===== src/rtl/trail_pkg.sv =====
// Shared definitions for the LED trail monitor: the eight legal Johnson
// codes in trail order, the 16-entry code-to-phase table and the FSM state
// type with its encodings.
package trail_pkg;

  localparam int unsigned CODE_W   = 4;
  localparam int unsigned PHASE_W  = 3;
  localparam int unsigned N_PHASES = 8;
  localparam int unsigned N_CODES  = 16;

  typedef logic [CODE_W-1:0]  code_t;
  typedef logic [PHASE_W-1:0] phase_t;

  // FSM state type; encodings kept as plain constants for legacy tools
  typedef logic [0:0] state_t;
  localparam state_t ST_ACQ  = 1'b0;
  localparam state_t ST_LOCK = 1'b1;

  // Result of decoding one synchronized trail code
  typedef struct packed {
    logic   legal;
    phase_t phase;
  } decode_t;

  // Legal codes indexed by trail position (phase -> code)
  localparam code_t LEGAL_CODES [N_PHASES] = '{
    4'b0000, 4'b1000, 4'b1100, 4'b1110,
    4'b1111, 4'b0111, 4'b0011, 4'b0001
  };

  // Code-to-phase table indexed by the raw 4-bit code (code -> phase)
  localparam decode_t CODE_TABLE [N_CODES] = '{
    '{legal: 1'b1, phase: 3'd0},  // 0000
    '{legal: 1'b1, phase: 3'd7},  // 0001
    '{legal: 1'b0, phase: 3'd0},  // 0010
    '{legal: 1'b1, phase: 3'd6},  // 0011
    '{legal: 1'b0, phase: 3'd0},  // 0100
    '{legal: 1'b0, phase: 3'd0},  // 0101
    '{legal: 1'b0, phase: 3'd0},  // 0110
    '{legal: 1'b1, phase: 3'd5},  // 0111
    '{legal: 1'b1, phase: 3'd1},  // 1000
    '{legal: 1'b0, phase: 3'd0},  // 1001
    '{legal: 1'b0, phase: 3'd0},  // 1010
    '{legal: 1'b0, phase: 3'd0},  // 1011
    '{legal: 1'b1, phase: 3'd2},  // 1100
    '{legal: 1'b0, phase: 3'd0},  // 1101
    '{legal: 1'b1, phase: 3'd3},  // 1110
    '{legal: 1'b1, phase: 3'd4}   // 1111
  };

  // Table lookup wrapper so callers never index with a mismatched width
  function automatic decode_t trail_decode(input code_t code);
    return CODE_TABLE[code];
  endfunction

endpackage


===== src/rtl/trail_sync2.sv =====
// Two-flop synchronizer for the 4-bit asynchronous trail pattern.
// Ports: clk, resetn (async active-low, clears both stages to 0),
//        d (asynchronous input), q (synchronized output).
module trail_sync2
  import trail_pkg::*;
(
  input  logic              clk,
  input  logic              resetn,
  input  logic [CODE_W-1:0] d,
  output logic [CODE_W-1:0] q
);

  logic [CODE_W-1:0] meta;

  // Metastability-settling stage followed by the output stage
  always_ff @(posedge clk or negedge resetn) begin
    if (!resetn) begin
      meta <= '0;
      q    <= '0;
    end else begin
      meta <= d;
      q    <= meta;
    end
  end

endmodule


===== src/rtl/trail_monitor.sv =====
// LED trail monitor: synchronizes a 4-bit Johnson-code trail, tracks its
// position, flags legal forward steps and faults, and counts faults.
// Optional macro TRAIL_MON_STALL_EN adds a stall timer that raises `stall`
// after 2^STALL_W cycles without a change; without it `stall` is tied 0.
// Ports:
//   clk, resetn   - clock, async active-low reset
//   pat[3:0]      - trail pattern, asynchronous to clk
//   phase[2:0]    - decoded trail position
//   locked        - tracker is in the LOCK state
//   step / err    - one-cycle pulses: legal advance / fault
//   err_cnt       - saturating count of err pulses
//   stall         - level, no input change for 2^STALL_W cycles
module trail_monitor
  import trail_pkg::*;
#(
  parameter int unsigned STALL_W = 24,
  parameter int unsigned CNT_W   = 8
)
(
  input  logic               clk,
  input  logic               resetn,
  input  logic [CODE_W-1:0]  pat,
  output logic [PHASE_W-1:0] phase,
  output logic               locked,
  output logic               step,
  output logic               err,
  output logic [CNT_W-1:0]   err_cnt,
  output logic               stall
);

  code_t   s;
  code_t   p;
  decode_t dec;
  logic    changed;
  logic    fwd;

  state_t  state_q;
  state_t  state_nxt;
  phase_t  phase_nxt;
  logic    step_nxt;
  logic    err_nxt;

  trail_sync2 u_sync (
    .clk    (clk),
    .resetn (resetn),
    .d      (pat),
    .q      (s)
  );

  // One-cycle-delayed copy of the synchronized code for change detection
  always_ff @(posedge clk or negedge resetn) begin
    if (!resetn) begin
      p <= '0;
    end else begin
      p <= s;
    end
  end

  assign dec     = trail_decode(s);
  assign changed = (s != p);
  // Forward advance means the new code is exactly the next one in the trail
  assign fwd     = (s == LEGAL_CODES[PHASE_W'(phase + PHASE_W'(1))]);

  // State register
  always_ff @(posedge clk or negedge resetn) begin
    if (!resetn) begin
      state_q <= ST_ACQ;
    end else begin
      state_q <= state_nxt;
    end
  end

  // Next-state and pulse decode
  always_comb begin
    state_nxt = state_q;
    phase_nxt = phase;
    step_nxt  = 1'b0;
    err_nxt   = 1'b0;
    case (state_q)
      ST_ACQ: begin
        // Illegal codes are simply waited out while acquiring
        if (dec.legal) begin
          state_nxt = ST_LOCK;
          phase_nxt = dec.phase;
        end
      end
      ST_LOCK: begin
        if (changed) begin
          if (!dec.legal) begin
            err_nxt   = 1'b1;
            state_nxt = ST_ACQ;
          end else if (fwd) begin
            step_nxt  = 1'b1;
            phase_nxt = dec.phase;
          end else begin
            // Skip or reverse: resynchronize to the observed position
            err_nxt   = 1'b1;
            phase_nxt = dec.phase;
          end
        end
      end
      default: begin
        state_nxt = ST_ACQ;
      end
    endcase
  end

  // Registered outputs
  always_ff @(posedge clk or negedge resetn) begin
    if (!resetn) begin
      phase  <= '0;
      locked <= 1'b0;
      step   <= 1'b0;
      err    <= 1'b0;
    end else begin
      phase  <= phase_nxt;
      locked <= (state_nxt == ST_LOCK);
      step   <= step_nxt;
      err    <= err_nxt;
    end
  end

  // Saturating fault counter
  always_ff @(posedge clk or negedge resetn) begin
    if (!resetn) begin
      err_cnt <= '0;
    end else if (err_nxt && (err_cnt != {CNT_W{1'b1}})) begin
      err_cnt <= err_cnt + CNT_W'(1);
    end
  end

`ifdef TRAIL_MON_STALL_EN
  logic [STALL_W-1:0] stall_cnt;
  logic [STALL_W-1:0] stall_cnt_nxt;

  // Idle timer: restarts on any change or while acquiring, sticks at max
  always_comb begin
    stall_cnt_nxt = stall_cnt;
    if (changed || (state_q == ST_ACQ)) begin
      stall_cnt_nxt = '0;
    end else if (stall_cnt != {STALL_W{1'b1}}) begin
      stall_cnt_nxt = stall_cnt + STALL_W'(1);
    end
  end

  always_ff @(posedge clk or negedge resetn) begin
    if (!resetn) begin
      stall_cnt <= '0;
      stall     <= 1'b0;
    end else begin
      stall_cnt <= stall_cnt_nxt;
      stall     <= &stall_cnt_nxt;
    end
  end
`else
  // Timer not built; STALL_W only shapes the interface in this build
  assign stall = 1'b0 && (STALL_W != 0);
`endif

endmodule


===== config.mk =====
export PLATFORM = sky130hd
export DESIGN_NAME = trail_monitor
export DESIGN_NICKNAME = d
export VERILOG_FILES = /design/src/rtl/trail_pkg.sv /design/src/rtl/trail_sync2.sv /design/src/rtl/trail_monitor.sv
export SDC_FILE = /design/constraint.sdc
export NUM_CORES = 1
export LEC_CHECK = 0
export CAP_MARGIN = 20
export CORE_MARGIN = 5
export CORE_UTILIZATION = 50
export CTS_BUF_LIST = sky130_fd_sc_hd__clkbuf_8
export CTS_CLUSTER_SIZE = 12
export DETAILED_ROUTE_END_ITERATION = 6
export GPL_ROUTABILITY_DRIVEN = 1
export PLACE_DENSITY_LB_ADDON = 0.15
export RECOVER_POWER = 100
export SYNTH_ARGS = -nofsm -noshare
export SYNTH_HDL_FRONTEND = slang
export SYNTH_SLANG_ARGS = --single-unit

===== constraint.sdc =====
create_clock -name clk -period 7.1 [get_ports clk]
set_clock_uncertainty 0.1 [all_clocks]
set_input_delay 2.13 -clock clk [delete_from_list [all_inputs] [get_ports clk]]
set_output_delay 2.13 -clock clk [all_outputs]
set_load 0.05 [all_outputs]

==> impl_results.md <==
- WP data required: 4.87 ns
- Routed WL: 2095 um
- Setup violations, final: 0
- Tmin final: 3.848 ns
- Status: finished, final reports clean
- Worst skew pair latency: 0.26 ns
- Die width: 60.30 um
- CTS clk-pin slew, worst paths: 0.09 ns
- LEAKAGE: 0.6780 nW
- Filler cells: 219
- CP endpoint: phase[1]
- Clock Sinks: 26
- Placement Cell Area: 1444 um2
- Asr flop ratio synth: 100.0%
- Setup TNS: 0 ns
- Util after Layout: 61.72%
- Via/cell ratio: 5.182
- Share of cells above drive strength 1: 11.63%
- Dominant cells by area after synthesis: dfrtp_1 (51%), ha_1 (4.9%), xor2_1 (4.8%)
- R2R Setup Slk: 4.42 ns
- Net count after synthesis: 123
- Final #Nets: 141
- Leading area contributor after synthesis: dfrtp_1
- Gate Count Post-Synth: 112
- Final Non-Filler Cells: 159
- Overall power: 0.5256 mW
- Synthesized area: 1265 um2
- DRT antenna net count: 0
- R2r worst-path depth: 7
- Die H: 60.30 um
- Psw: 0.2051 mW
- Io pins: 21
- R2r startpoint: phase[1]$_DFFE_PN0P_
- Drt wl/cell: 13.18 um
- Diodes inserted: 0
- Power Dens Cells: 346.9 nW/um2
- Max Slew Vio Count: 0
- Max-Cap Viols: 0
- Cell internal pwr: 0.3205 mW
- Comb pwr share: 38.1%
- IO Port Bufs: 19
- Vias in the first global route: 780
- Period utilization: 54.20%
- Cells after DPL: 154
- Pin count of the biggest net entering global routing: 27
- CTS root buf: clkbuf_8
- Hold_buf cts: 0
- CP Max Fanout: 6
- Clk pwr share: 22.8%
- Share of the synthesized area in the top cell type: 51.43%
- Yosys reg bits: 26
- Netlist cell types: 34
- WP buf/inv: 1
- Cell with the most instances after synthesis: dfrtp_1
- RSZ-0062 raised after global routing: no
- Sw frac: 39.02%
- Maximum root-to-sink buffer count: 2
- Top delay family on crit path: buffers and inverters
- Cell count along the critical path: 1
- Reg power frac: 39.1%
- Peak VDD IR: 0.3725 mV
- CTS tree: built
- CORE AREA: 2455 um2
- Worst-margin pin slew: 0.9119 ns
- GRT overflow: 0
- Relative slew slack: 39.21%
- Number of synthesized flops with an enable pin: 0
- HP Class: flop to flop
- Top_reg_cell synth: dfrtp_1
- First-pass GRT wire length: 3581 um
- Slowest stage cell, crit path: dlygate4sd3_1
- Die area: 3636 um2
- Post-CTS Resized: 0
- Initial DRC Count: 20
- Arrival time at the worst endpoint: 1.62 ns
- Max frequency: 259.9 MHz
- Initial Util: 51.53%
- Post-synth top cells: dfrtp_1 (26), nand2_1 (11), xor2_1 (7), nand3_1 (6), nor2_1 (6)
- Row count: 18
- Ys Warns: 0
- DRC violation count after routing: 0
- Cts bufs inserted: 3
- Crit Reg-Reg Endpoint: err_cnt[5]$_DFFE_PN0P_
- Worst setup path startpoint: phase[1]$_DFFE_PN0P_
- Mean post-synth cell area: 11.29 um2
- Worst path max stage delay: 0.90 ns
- Total GRT Usage: 13.04%
- Seq/Total Area, Yosys: 51.43%
- Placer Congestion: 0.7250
- Cell breakdown of the critical path: dlygate4sd3_1
- Critical path class: flop to primary output
- Startpoint types: flop
- Post-CTS Setup Bufs: 0
- Hold Violations, Final: 0
- DP HPWL: 1490 um
- TritonRoute pass-1 iters: 4
- Vias: 824
- H-tree depth: 1
- Design Area, Final: 1515 um2
- CP endpoint kind: primary output
- Layout area overhead: 19.78%
- Antenna violations before repair: 0
cell usage in the layout (no fill, tap or decap), drive strengths merged, types with 2 or more instances in the layout:
cell / n
dfrtp: 26
dlygate4sd3: 19
nand2: 11
xor2: 7
mux2: 7
nor2: 6
nand3: 6
inv: 5
ha: 5
o21ai: 4
mux2i: 4
clkbuf: 4
xnor2: 3
or3: 3
nor4: 2
nand4: 2
nor3: 2
a21oi: 2
flip-flops by register name, summed over array words and instances, names as in the netlist:
name	flops
u_sync.meta	4
locked	1
err	1
p	4
phase	3
step	1
err_cnt	8
u_sync.q	4
cell families (layout without fill, tap and decap cells):
| group | count (synthesis) | count (layout) | share of synthesized area (%) |
|---|---|---|---|
| buffers and inverters | 12 | 29 | 5.341 |
| AOI/OAI and AO/OA | 8 | 8 | 3.759 |
| DFF | 26 | 26 | 51.43 |
| adders and majority gates | 5 | 5 | 4.946 |
| muxes | 11 | 11 | 10.98 |
| xor gates and xnor gates | 10 | 10 | 6.924 |
| other | 1 | 1 | 0.2965 |
| and+or+nand+nor | 39 | 39 | 16.32 |
power by group through the flow:
stage / logic (mW) / registers (mW) / clock network (mW)
2_1_floorplan: 0.0752 / 0.279 / 0
3_3_place_gp: 0.209 / 0.207 / 0
3_5_place_dp: 0.211 / 0.210 / 0
4_1_cts: 0.213 / 0.207 / 0.122
5_1_grt: 0.215 / 0.211 / 0.127
6_report: 0.200 / 0.205 / 0.120
metal layers:
layer | vias to the layer above | GRT usage, % | wire length [um]
met2 | 18 | 21.60 | 1006
met1 | 399 | 17.30 | 987
met3 | 2 | 2.592 | 91
met4 | 0 | 3.797 | 9
li1 | 405 | - | -
met5 | - | 0 | 0
final cells by class:
cell class	count	area, um2	share of cell area (%)
clock inverter	1	30.03	1.982
tap	30	37.54	2.477
clock buffer	3	41.29	2.725
inverter	5	18.77	1.239
sequential	26	650.6	42.94
timing repair buffer	20	193.9	12.80
multi-input combinational	74	543.0	35.84
through the flow:
stage	setup WS, ns	hold slack [ns]
5_1_grt	3.171	0.2668
2_1_floorplan	4.202	0.2312
4_1_cts	3.295	0.2560
3_5_place_dp	3.494	0.2347
6_report	3.252	0.2540
3_3_place_gp	3.531	0.2317
worst min path at each step:
stage,start,end,slack [ns],cells past startpoint
final,u_sync.meta[1]$_DFF_PN0_,u_sync.q[1]$_DFF_PN0_,0.25,0
after global routing,u_sync.meta[1]$_DFF_PN0_,u_sync.q[1]$_DFF_PN0_,0.27,0
after CTS,u_sync.meta[1]$_DFF_PN0_,u_sync.q[1]$_DFF_PN0_,0.26,0
after detailed placement,u_sync.meta[1]$_DFF_PN0_,u_sync.q[1]$_DFF_PN0_,0.23,0
after global placement,u_sync.meta[0]$_DFF_PN0_,u_sync.q[0]$_DFF_PN0_,0.23,0
after floorplan,u_sync.meta[0]$_DFF_PN0_,u_sync.q[0]$_DFF_PN0_,0.23,0
Note: power is estimated with default switching activity, not from simulation.
